==> config.mk <==
export PLATFORM = sky130hd
export DESIGN_NAME = multicycle_ctrl_fsm
export DESIGN_NICKNAME = d
export VERILOG_FILES = /design/src/rtl/cpu_ctrl_pkg.sv /design/src/rtl/mem_wait_timer.sv /design/src/rtl/multicycle_ctrl_fsm.sv
export SDC_FILE = /design/constraint.sdc
export NUM_CORES = 1
export LEC_CHECK = 0
export CORE_ASPECT_RATIO = 1.25
export CORE_MARGIN = 3
export CORE_UTILIZATION = 45
export CTS_BUF_LIST = sky130_fd_sc_hd__clkbuf_8
export CTS_CLUSTER_SIZE = 10
export DETAILED_ROUTE_END_ITERATION = 8
export DONT_BUFFER_PORTS = 1
export PLACE_DENSITY = 0.69
export SLEW_MARGIN = 20
export SYNTH_ARGS = -nofsm -noshare
export SYNTH_HDL_FRONTEND = slang
export SYNTH_HIERARCHICAL = 1
export SYNTH_SLANG_ARGS = --single-unit
==> constraint.sdc <==
create_clock -name clk -period 4.65 [get_ports clk]
set_input_delay 0.93 -clock clk [delete_from_list [all_inputs] [get_ports clk]]
set_output_delay 0.93 -clock clk [all_outputs]
set_load 0.05 [all_outputs]
==> src/rtl/cpu_ctrl_pkg.sv <==
// Shared encodings for the multi-cycle MIPS controller: state codes, datapath
// select codes, error codes and the instruction-class priority decode.
package cpu_ctrl_pkg;

    typedef enum logic [2:0] {
        S_FETCH  = 3'd0,
        S_DECODE = 3'd1,
        S_EXEC   = 3'd2,
        S_MEM    = 3'd3,
        S_WB     = 3'd4,
        S_ERR    = 3'd5
    } state_e;

    localparam logic [2:0] ALU_R    = 3'b000;
    localparam logic [2:0] ALU_OR   = 3'b001;
    localparam logic [2:0] ALU_ADD  = 3'b010;
    localparam logic [2:0] ALU_SUB  = 3'b011;
    localparam logic [2:0] ALU_LUI  = 3'b100;

    localparam logic [2:0] RDS_ALU  = 3'b000;
    localparam logic [2:0] RDS_MEM  = 3'b001;
    localparam logic [2:0] RDS_LINK = 3'b010;

    localparam logic [2:0] PC_NEXT   = 3'b000;
    localparam logic [2:0] PC_BRANCH = 3'b001;
    localparam logic [2:0] PC_JUMP   = 3'b010;
    localparam logic [2:0] PC_REG    = 3'b011;

    localparam logic [2:0] DST_RT   = 3'b000;
    localparam logic [2:0] DST_RD   = 3'b001;
    localparam logic [2:0] DST_RA   = 3'b010;

    localparam logic [1:0] ERR_NONE     = 2'b00;
    localparam logic [1:0] ERR_ILLEGAL  = 2'b01;
    localparam logic [1:0] ERR_FETCH_TO = 2'b10;
    localparam logic [1:0] ERR_MEM_TO   = 2'b11;

    typedef enum logic [3:0] {
        C_NONE, C_R, C_ORI, C_LW, C_SW, C_BEQ, C_LUI, C_JAL, C_JAS, C_JR
    } iclass_e;

    // Several flags set at once resolve to the highest-priority class.
    function automatic iclass_e decode_class(
        input logic rtype, input logic ori, input logic lw, input logic sw,
        input logic beq, input logic lui, input logic jal, input logic jas,
        input logic jr
    );
        if (rtype)    return C_R;
        else if (ori) return C_ORI;
        else if (lw)  return C_LW;
        else if (sw)  return C_SW;
        else if (beq) return C_BEQ;
        else if (lui) return C_LUI;
        else if (jal) return C_JAL;
        else if (jas) return C_JAS;
        else if (jr)  return C_JR;
        else          return C_NONE;
    endfunction

    function automatic logic [2:0] class_aluop(input iclass_e c);
        case (c)
            C_ORI:       return ALU_OR;
            C_LW, C_SW:  return ALU_ADD;
            C_BEQ:       return ALU_SUB;
            C_LUI:       return ALU_LUI;
            default:     return ALU_R;
        endcase
    endfunction

endpackage

==> src/rtl/mem_wait_timer.sv <==
// Counts stalled cycles of one memory access; flags the cycle in which the
// wait would reach TIMEOUT if the access still has not completed.
module mem_wait_timer #(
    parameter int TIMEOUT = 15
) (
    input  logic clk,
    input  logic reset_n,
    input  logic clr,
    input  logic en,
    output logic timeout
);

    localparam int W = $clog2(TIMEOUT + 1);
    localparam logic [W-1:0] LAST = W'(TIMEOUT - 1);

    logic [W-1:0] cnt;

    always_ff @(posedge clk or negedge reset_n) begin
        if (!reset_n)  cnt <= '0;
        else if (clr)  cnt <= '0;
        else if (en)   cnt <= cnt + W'(1);
    end

    assign timeout = en && (cnt == LAST);

endmodule

==> src/rtl/multicycle_ctrl_fsm.sv <==
// Multi-cycle sequencing controller: steps each instruction through
// FETCH/DECODE/EXEC/MEM/WB over a shared memory port and counts retirements.
module multicycle_ctrl_fsm
    import cpu_ctrl_pkg::*;
#(
    parameter int TIMEOUT = 15,
    parameter int CNT_W   = 32
) (
    input  logic             clk,
    input  logic             reset_n,
    input  logic             RType,
    input  logic             ORI,
    input  logic             LW,
    input  logic             SW,
    input  logic             BEQ,
    input  logic             LUI,
    input  logic             JAL,
    input  logic             JAS,
    input  logic             JR,
    input  logic             Zero,
    input  logic             mem_ready,
    output logic             mem_req,
    output logic             mem_we,
    output logic             IRWrite,
    output logic             PCWrite,
    output logic             RegWrite,
    output logic [2:0]       ALUOP,
    output logic [2:0]       RegDataSrc,
    output logic [2:0]       PCSrc,
    output logic [2:0]       RegDst,
    output logic [2:0]       state,
    output logic             retire,
    output logic [CNT_W-1:0] retire_cnt,
    output logic             err,
    output logic [1:0]       err_code
);

    // Memory handshake: mem_req stays high for every FETCH/MEM cycle, mem_we
    // qualifies it, and an access completes in the cycle mem_ready is high.

    logic [2:0] state_q;
    logic [2:0] state_d;
    logic [1:0] err_code_d;
    iclass_e    cls;
    logic       wait_en;
    logic       wait_clr;
    logic       timeout;

    assign cls   = decode_class(RType, ORI, LW, SW, BEQ, LUI, JAL, JAS, JR);
    assign state = state_q;

    assign wait_en  = ((state_q == S_FETCH) || (state_q == S_MEM)) && !mem_ready;
    assign wait_clr = (state_d != state_q);

    mem_wait_timer #(.TIMEOUT(TIMEOUT)) u_timer (
        .clk     (clk),
        .reset_n (reset_n),
        .clr     (wait_clr),
        .en      (wait_en),
        .timeout (timeout)
    );

    always_ff @(posedge clk or negedge reset_n) begin
        if (!reset_n) state_q <= S_FETCH;
        else          state_q <= state_d;
    end

    always_comb begin
        state_d    = state_q;
        err_code_d = ERR_NONE;
        case (state_q)
            S_FETCH: begin
                if (mem_ready) begin
                    state_d = S_DECODE;
                end else if (timeout) begin
                    state_d    = S_ERR;
                    err_code_d = ERR_FETCH_TO;
                end
            end
            S_DECODE: begin
                case (cls)
                    C_NONE: begin
                        state_d    = S_ERR;
                        err_code_d = ERR_ILLEGAL;
                    end
                    C_JAL, C_JAS, C_JR: state_d = S_FETCH;
                    default:            state_d = S_EXEC;
                endcase
            end
            S_EXEC: begin
                case (cls)
                    C_BEQ:      state_d = S_FETCH;
                    C_LW, C_SW: state_d = S_MEM;
                    default:    state_d = S_WB;
                endcase
            end
            S_MEM: begin
                if (mem_ready) begin
                    state_d = (cls == C_SW) ? S_FETCH : S_WB;
                end else if (timeout) begin
                    state_d    = S_ERR;
                    err_code_d = ERR_MEM_TO;
                end
            end
            S_WB:    state_d = S_FETCH;
            S_ERR:   state_d = S_ERR;
            default: state_d = S_FETCH;
        endcase
    end

    always_comb begin
        mem_req    = 1'b0;
        mem_we     = 1'b0;
        IRWrite    = 1'b0;
        PCWrite    = 1'b0;
        RegWrite   = 1'b0;
        retire     = 1'b0;
        ALUOP      = ALU_R;
        RegDataSrc = RDS_ALU;
        PCSrc      = PC_NEXT;
        RegDst     = DST_RT;
        case (state_q)
            S_FETCH: begin
                mem_req = 1'b1;
                if (mem_ready) begin
                    IRWrite = 1'b1;
                    PCWrite = 1'b1;
                end
            end
            S_DECODE: begin
                case (cls)
                    C_JAL: begin
                        RegWrite   = 1'b1;
                        RegDst     = DST_RA;
                        RegDataSrc = RDS_LINK;
                        PCWrite    = 1'b1;
                        PCSrc      = PC_JUMP;
                        retire     = 1'b1;
                    end
                    C_JAS: begin
                        PCWrite = 1'b1;
                        PCSrc   = PC_JUMP;
                        retire  = 1'b1;
                    end
                    C_JR: begin
                        PCWrite = 1'b1;
                        PCSrc   = PC_REG;
                        retire  = 1'b1;
                    end
                    default: ;
                endcase
            end
            S_EXEC: begin
                ALUOP = class_aluop(cls);
                if (cls == C_BEQ) begin
                    PCSrc   = PC_BRANCH;
                    PCWrite = Zero;
                    retire  = 1'b1;
                end
            end
            S_MEM: begin
                mem_req = 1'b1;
                mem_we  = (cls == C_SW);
                ALUOP   = ALU_ADD;
                retire  = mem_ready && (cls == C_SW);
            end
            S_WB: begin
                RegWrite   = 1'b1;
                retire     = 1'b1;
                ALUOP      = class_aluop(cls);
                RegDst     = (cls == C_R)  ? DST_RD  : DST_RT;
                RegDataSrc = (cls == C_LW) ? RDS_MEM : RDS_ALU;
            end
            default: ;
        endcase
        // Reset must silence the port at once, even mid-access.
        if (!reset_n) begin
            mem_req    = 1'b0;
            mem_we     = 1'b0;
            IRWrite    = 1'b0;
            PCWrite    = 1'b0;
            RegWrite   = 1'b0;
            retire     = 1'b0;
            ALUOP      = ALU_R;
            RegDataSrc = RDS_ALU;
            PCSrc      = PC_NEXT;
            RegDst     = DST_RT;
        end
    end

    always_ff @(posedge clk or negedge reset_n) begin
        if (!reset_n) begin
            retire_cnt <= '0;
            err        <= 1'b0;
            err_code   <= ERR_NONE;
        end else begin
            if (retire) retire_cnt <= retire_cnt + CNT_W'(1);
            if ((state_d == S_ERR) && (state_q != S_ERR)) begin
                err      <= 1'b1;
                err_code <= err_code_d;
            end
        end
    end

endmodule

== After elaboration in Yosys (flattened, before gate mapping) ==
Cells that the tools add are included.
W data, S select, Z words.
Storage, ports and cells
  register bits after elaboration: 42
  latch bits: 0
  memory bits (writable): 0
  ROM bits: 0
  input bits: 13
  output and inout bits: 56
  word-level logic and storage cells: 94
  memories kept: 0
Cells by class
  $add $sub $neg: 2
  multiply operators: 0
  div/mod/pow operators: 0
  magnitude comparators: 0
  equality and inequality tests: 18
  shift operators: 0
  muxes and demuxes: 55
  bitwise gates (word level): 0
  reduce and logical (&&, ||, !) cells: 14
Operators by type and width (count)
  $mux W4: 11
  $add A32 B1 Y32 const B: 1
  $mux W3: 8
  $mux W1: 18
  $pmux W3 S2: 3
  $eq A4 B3 Y1 const B: 4
  $pmux W2 S2: 4
  $pmux W3 S5: 1
  $eq A4 B4 Y1 const B: 3
  $pmux W3 S4: 1
  $mux W2: 5
  $eq A3 B3 Y1 const B: 3
  $eq A4 B2 Y1 const B: 2
  $reduce_or A2 Y1: 4
  $eq A3 B2 Y1 const B: 2
  $pmux W2 S3: 1
  $add A4 B1 Y4 const B: 1
  $eq A4 B1 Y1 const B: 1
  $logic_and A1 B1 Y1: 4
  $logic_not A4 Y1: 1
  $pmux W1 S4: 1
  $eq A3 B1 Y1 const B: 1
  $logic_not A3 Y1: 1
  $ne A3 B3 Y1: 1
  other kinds (7): 7

== Depth between registers and ports, before layout ==
  depth in word-level cells: 15
  gate-level depth with buffers: 13
  gate-level depth less buffers: 12

== Hierarchy ==
Netlist, hierarchy kept.
Modules (own cells, without submodules)
  multicycle_ctrl_fsm: times used 1, cells an instance 275, area an instance 2454.9 µm², sequential area each 950.9 µm²
  mem_wait_timer: times used 1, cells an instance 20, area an instance 222.7 µm², sequential area each 100.1 µm²

== Worst setup path before layout ==
OpenSTA, ideal clock, no wires.
  path kind: input to output
  start: input BEQ
  end: output ALUOP[2]
  data arrival time: 3218 ps
  path slack: 502 ps
  cell stages on the path: 5
  cells stage by stage: nor2b_1 > o21bai_1 > nand2_1 > nor2_1 > nor4b_1
On the way
  word-level cells in the longest chain between the ends: 10
RTL lines
  from (decl): RTL line multicycle_ctrl_fsm.sv:15  | input logic BEQ,
  $mux W4 *: RTL line cpu_ctrl_pkg.sv:52  | else if (beq) return C_BEQ;
  $mux W4 *: RTL line cpu_ctrl_pkg.sv:51  | else if (sw) return C_SW;
  $mux W4 *: RTL line cpu_ctrl_pkg.sv:50  | else if (lw) return C_LW;
  $mux W4 *: RTL line cpu_ctrl_pkg.sv:49  | else if (ori) return C_ORI;
  $mux W4 *: RTL line cpu_ctrl_pkg.sv:48  | if (rtype) return C_R;
  $eq A4 B3 Y1 / $eq A4 B2 Y1 (equally long branches): RTL line cpu_ctrl_pkg.sv:61  | case (c)
  $reduce_or A2 Y1: RTL line cpu_ctrl_pkg.sv:61
  $pmux W3 S4 *: RTL line cpu_ctrl_pkg.sv:61
  $pmux W3 S2 *: RTL line multicycle_ctrl_fsm.sv:122  | case (state_q)
  $mux W3 *: RTL line multicycle_ctrl_fsm.sv:177  | if (!reset_n) begin
  to (decl): RTL line multicycle_ctrl_fsm.sv:27  | output logic [2:0] ALUOP,
Every way passes the cells marked *; elsewhere a longest branch is shown, timed or not.

== Worst setup path after layout ==
  start: register state_q[2] (netlist: state[2])
  end: output retire
On the way
  word-level cells in the longest chain between the ends: 3
RTL lines
  from (decl): RTL line multicycle_ctrl_fsm.sv:41  | logic [2:0] state_q;
  from (signal assigned): RTL line multicycle_ctrl_fsm.sv:65  | else state_q <= state_d;
  $eq A3 B3 Y1, or another cell as far along: RTL line multicycle_ctrl_fsm.sv:122
  $pmux W1 S4 *: RTL line multicycle_ctrl_fsm.sv:122
  $mux W1 *: RTL line multicycle_ctrl_fsm.sv:177
  to (decl): RTL line multicycle_ctrl_fsm.sv:32  | output logic retire,
Marks and branches as above.

==> metrics.txt <==
fin area=between 2000 and 3000 sq um; Final ANT Viol Nets=0; Area Growth Syn to Fin=6.26%; cts hold-fix bufs=0; post-synth top area cell=dfrtp_1; synthesized area=about 2700 sq um; Resized Gates After CTS=0; Period minus WS final=between 3 and 4 ns; H-tree levels=2; first-pass GRT wire length=10.4 mm; sequential fraction of the synthesis area=39.3%; DR pass1 iterations=4; Synth top area share=roughly 39%; Worst Hold Class=in -> async; Rows=30; RSZ-0062 raised after global routing=false; peak supply drop=0.000429 V; Pwr Density=481 nW/um^2; Inserted Clock Buffers=5; Avg Inst Size Synth=9.08 sq um; Detailed Place HPWL=4.56 mm; ys async rst share=100%; most common cell in the netlist=dfrtp_1; Reg2Reg Depth=12; clk root buf=clkbuf_8; Mapped Cells=around 300; endpoint class of the critical path=output port; DRC Markers=0; Final Max Tran Viols=0; WHS=approximately 0.31 ns; Critical Path AT=2.69 ns; GRT busiest layer=met2; Die Area=6920 sq um; vias in the first global route=~2,200; IO buf count=0; Yosys cell types=60; Area contributors post-synth=dfrtp_1 (39%), xor2_1 (9.8%), a21oi_1 (5.4%), nand2_1 (3.9%), nand3_1 (2.4%); TritonCTS clock tree=done; pin count of the biggest net entering global routing=54; outcome=finished clean; most instantiated cells after synthesis=dfrtp_1 (42), xor2_1 (30), a21oi_1 (29); Antenna Cells=0; Post CTS Setup Buffer Count=0; clk_lat worst skew=0.30 ns; commonest register cell after synthesis=dfrtp_1; Peak Freq=0.276 GHz; clk sinks=42; Relative slew margins=44.4%; via count=2,224; Routed WL=6.31 mm; Reg2Reg Setup Slack=between 1 and 1.5 ns; M2 GR Usage=between 30 and 40%; Initial DRC Count=130; Initial Util=47.9%; M1 GR Usage=23.5%; Req. time, crit path=approximately 3.7 ns; Critical Path Start=state[2]$_DFF_PN0_; critical path class=reg -> out; fin crit share=slightly below 80%; met3 usage=~6.4%; drt wl/cell=17.5 microns; nets=312; IO Pins=69; CTS clock-pin slew for the worst setup and hold paths=approximately 0.090 ns; RR Startpoint=state[2]$_DFF_PN0_; Layout Skew=0.00711 ns; Die Wd=75.0 microns; Worst-Margin Slew=0.830 ns; Die Y=92.2 microns; initial antenna violation count=0; Setup-failing EPs final=0; Startpoint Class=register; #FFs+latches synth=between 40 and 50; Vias/cell=6.16; Post-synth EDFFs=0; Total GRT Usage=19.0%; Syn. warnings=6; P_leak=1.23 nW; RD Place Congestion=0.920; Area after DPL=~2800 sq um; max-cap viol count=0; ratio of cells with drive above 1 in the final layout=approximately a tenth; Final Hold Fails=0; setup total negative slack=0 ns; CTS max path bufs=2; GRT Residual Overflow=0; Core ar.=5590 sq um; CP max FO=22; reg2reg end=u_timer/cnt[3]$_DFFE_PN0P_
cells by family (layout without fill, tap and decap cells):
logic type	count (synthesis)	count (layout)	synth area share, %
AND/OR/NAND/NOR	125	125	26.1
AO/OA/AOI/OAI	67	67	17.4
flip-flops	42	42	39.3
XOR/XNOR	33	33	10.8
buffers and inverters	22	22	3.92
adder cells (fa/ha/maj)	3	3	1.40
multiplexers	2	2	0.981
other	1	3	0.140
cell type report:
type / instances / area (sq um)
timing repair buffer: 9 / 67.6
multi-input combinational: 233 / 1540
tap: 64 / 80.1
clock buffer: 5 / 68.8
inverter: 5 / 18.8
clock inverter: 3 / 18.8
fill: 536 / 2750
sequential: 42 / 1050
worst max path at each step:
| stage | end | cells after the start | slack [ns] |
|---|---|---|---|
| global route | PCWrite | 6 | 0.84 |
| floorplan | ALUOP[2] | 5 | 0.50 |
| finish | retire | 6 | 1.03 |
| detailed placement | PCWrite | 6 | 1.06 |
| global placement | PCWrite | 6 | 1.06 |
| CTS | retire | 6 | 1.04 |
cell usage in the layout, fill, tap and decap left out, types with 5 or more instances in the layout:
master and count:
nor2b_1 9, inv_1 5, dfrtp_1 42, nor2_1 16, and3_1 10, a21oi_1 29, nand3_1 13, nor3_1 5
xor2_1 30, nand2_1 28, nand4_1 10, and2_1 7, buf_4 9, clkbuf_8 5, nand2b_1 5
stage by stage:
step	total power, mW	utilization [%]	std cells	setup slack [ns]
2_1_floorplan	1.04	-	297	0.502
3_3_place_gp	1.13	49.3	353	1.06
3_5_place_dp	1.13	49.3	353	1.06
4_1_cts	1.38	50.9	361	1.04
5_1_grt	1.46	50.9	361	0.843
6_report	1.37	50.9	361	1.03
state kept, by name, indices dropped and copies added, names as in the netlist:
register and count:
u_timer/cnt 4, state 3, err 1, retire_cnt 32, err_code 2
metal layers:
layer,share of wire [%],up-vias
met5,0,-
met4,1.3,0
met3,9.0,9
met2,49,88
met1,40,1079
li1,-,1048
worst max-delay path, stage by stage (launching register included):
cell and delay (ns):
dfrtp_1 0.68, nand2b_1 0.37, or2_2 0.37, o221ai_2 0.22, nand2_1 0.08, buf_4 0.21, nand2_1 0.44
report_power, final:
group	switching, mW	internal (mW)
Sequential	0.253	0.418
Clock	0.133	0.106
Combinational	0.301	0.159
Total	0.686	0.682
No activity file was read; power rests on OpenSTA's default activity.
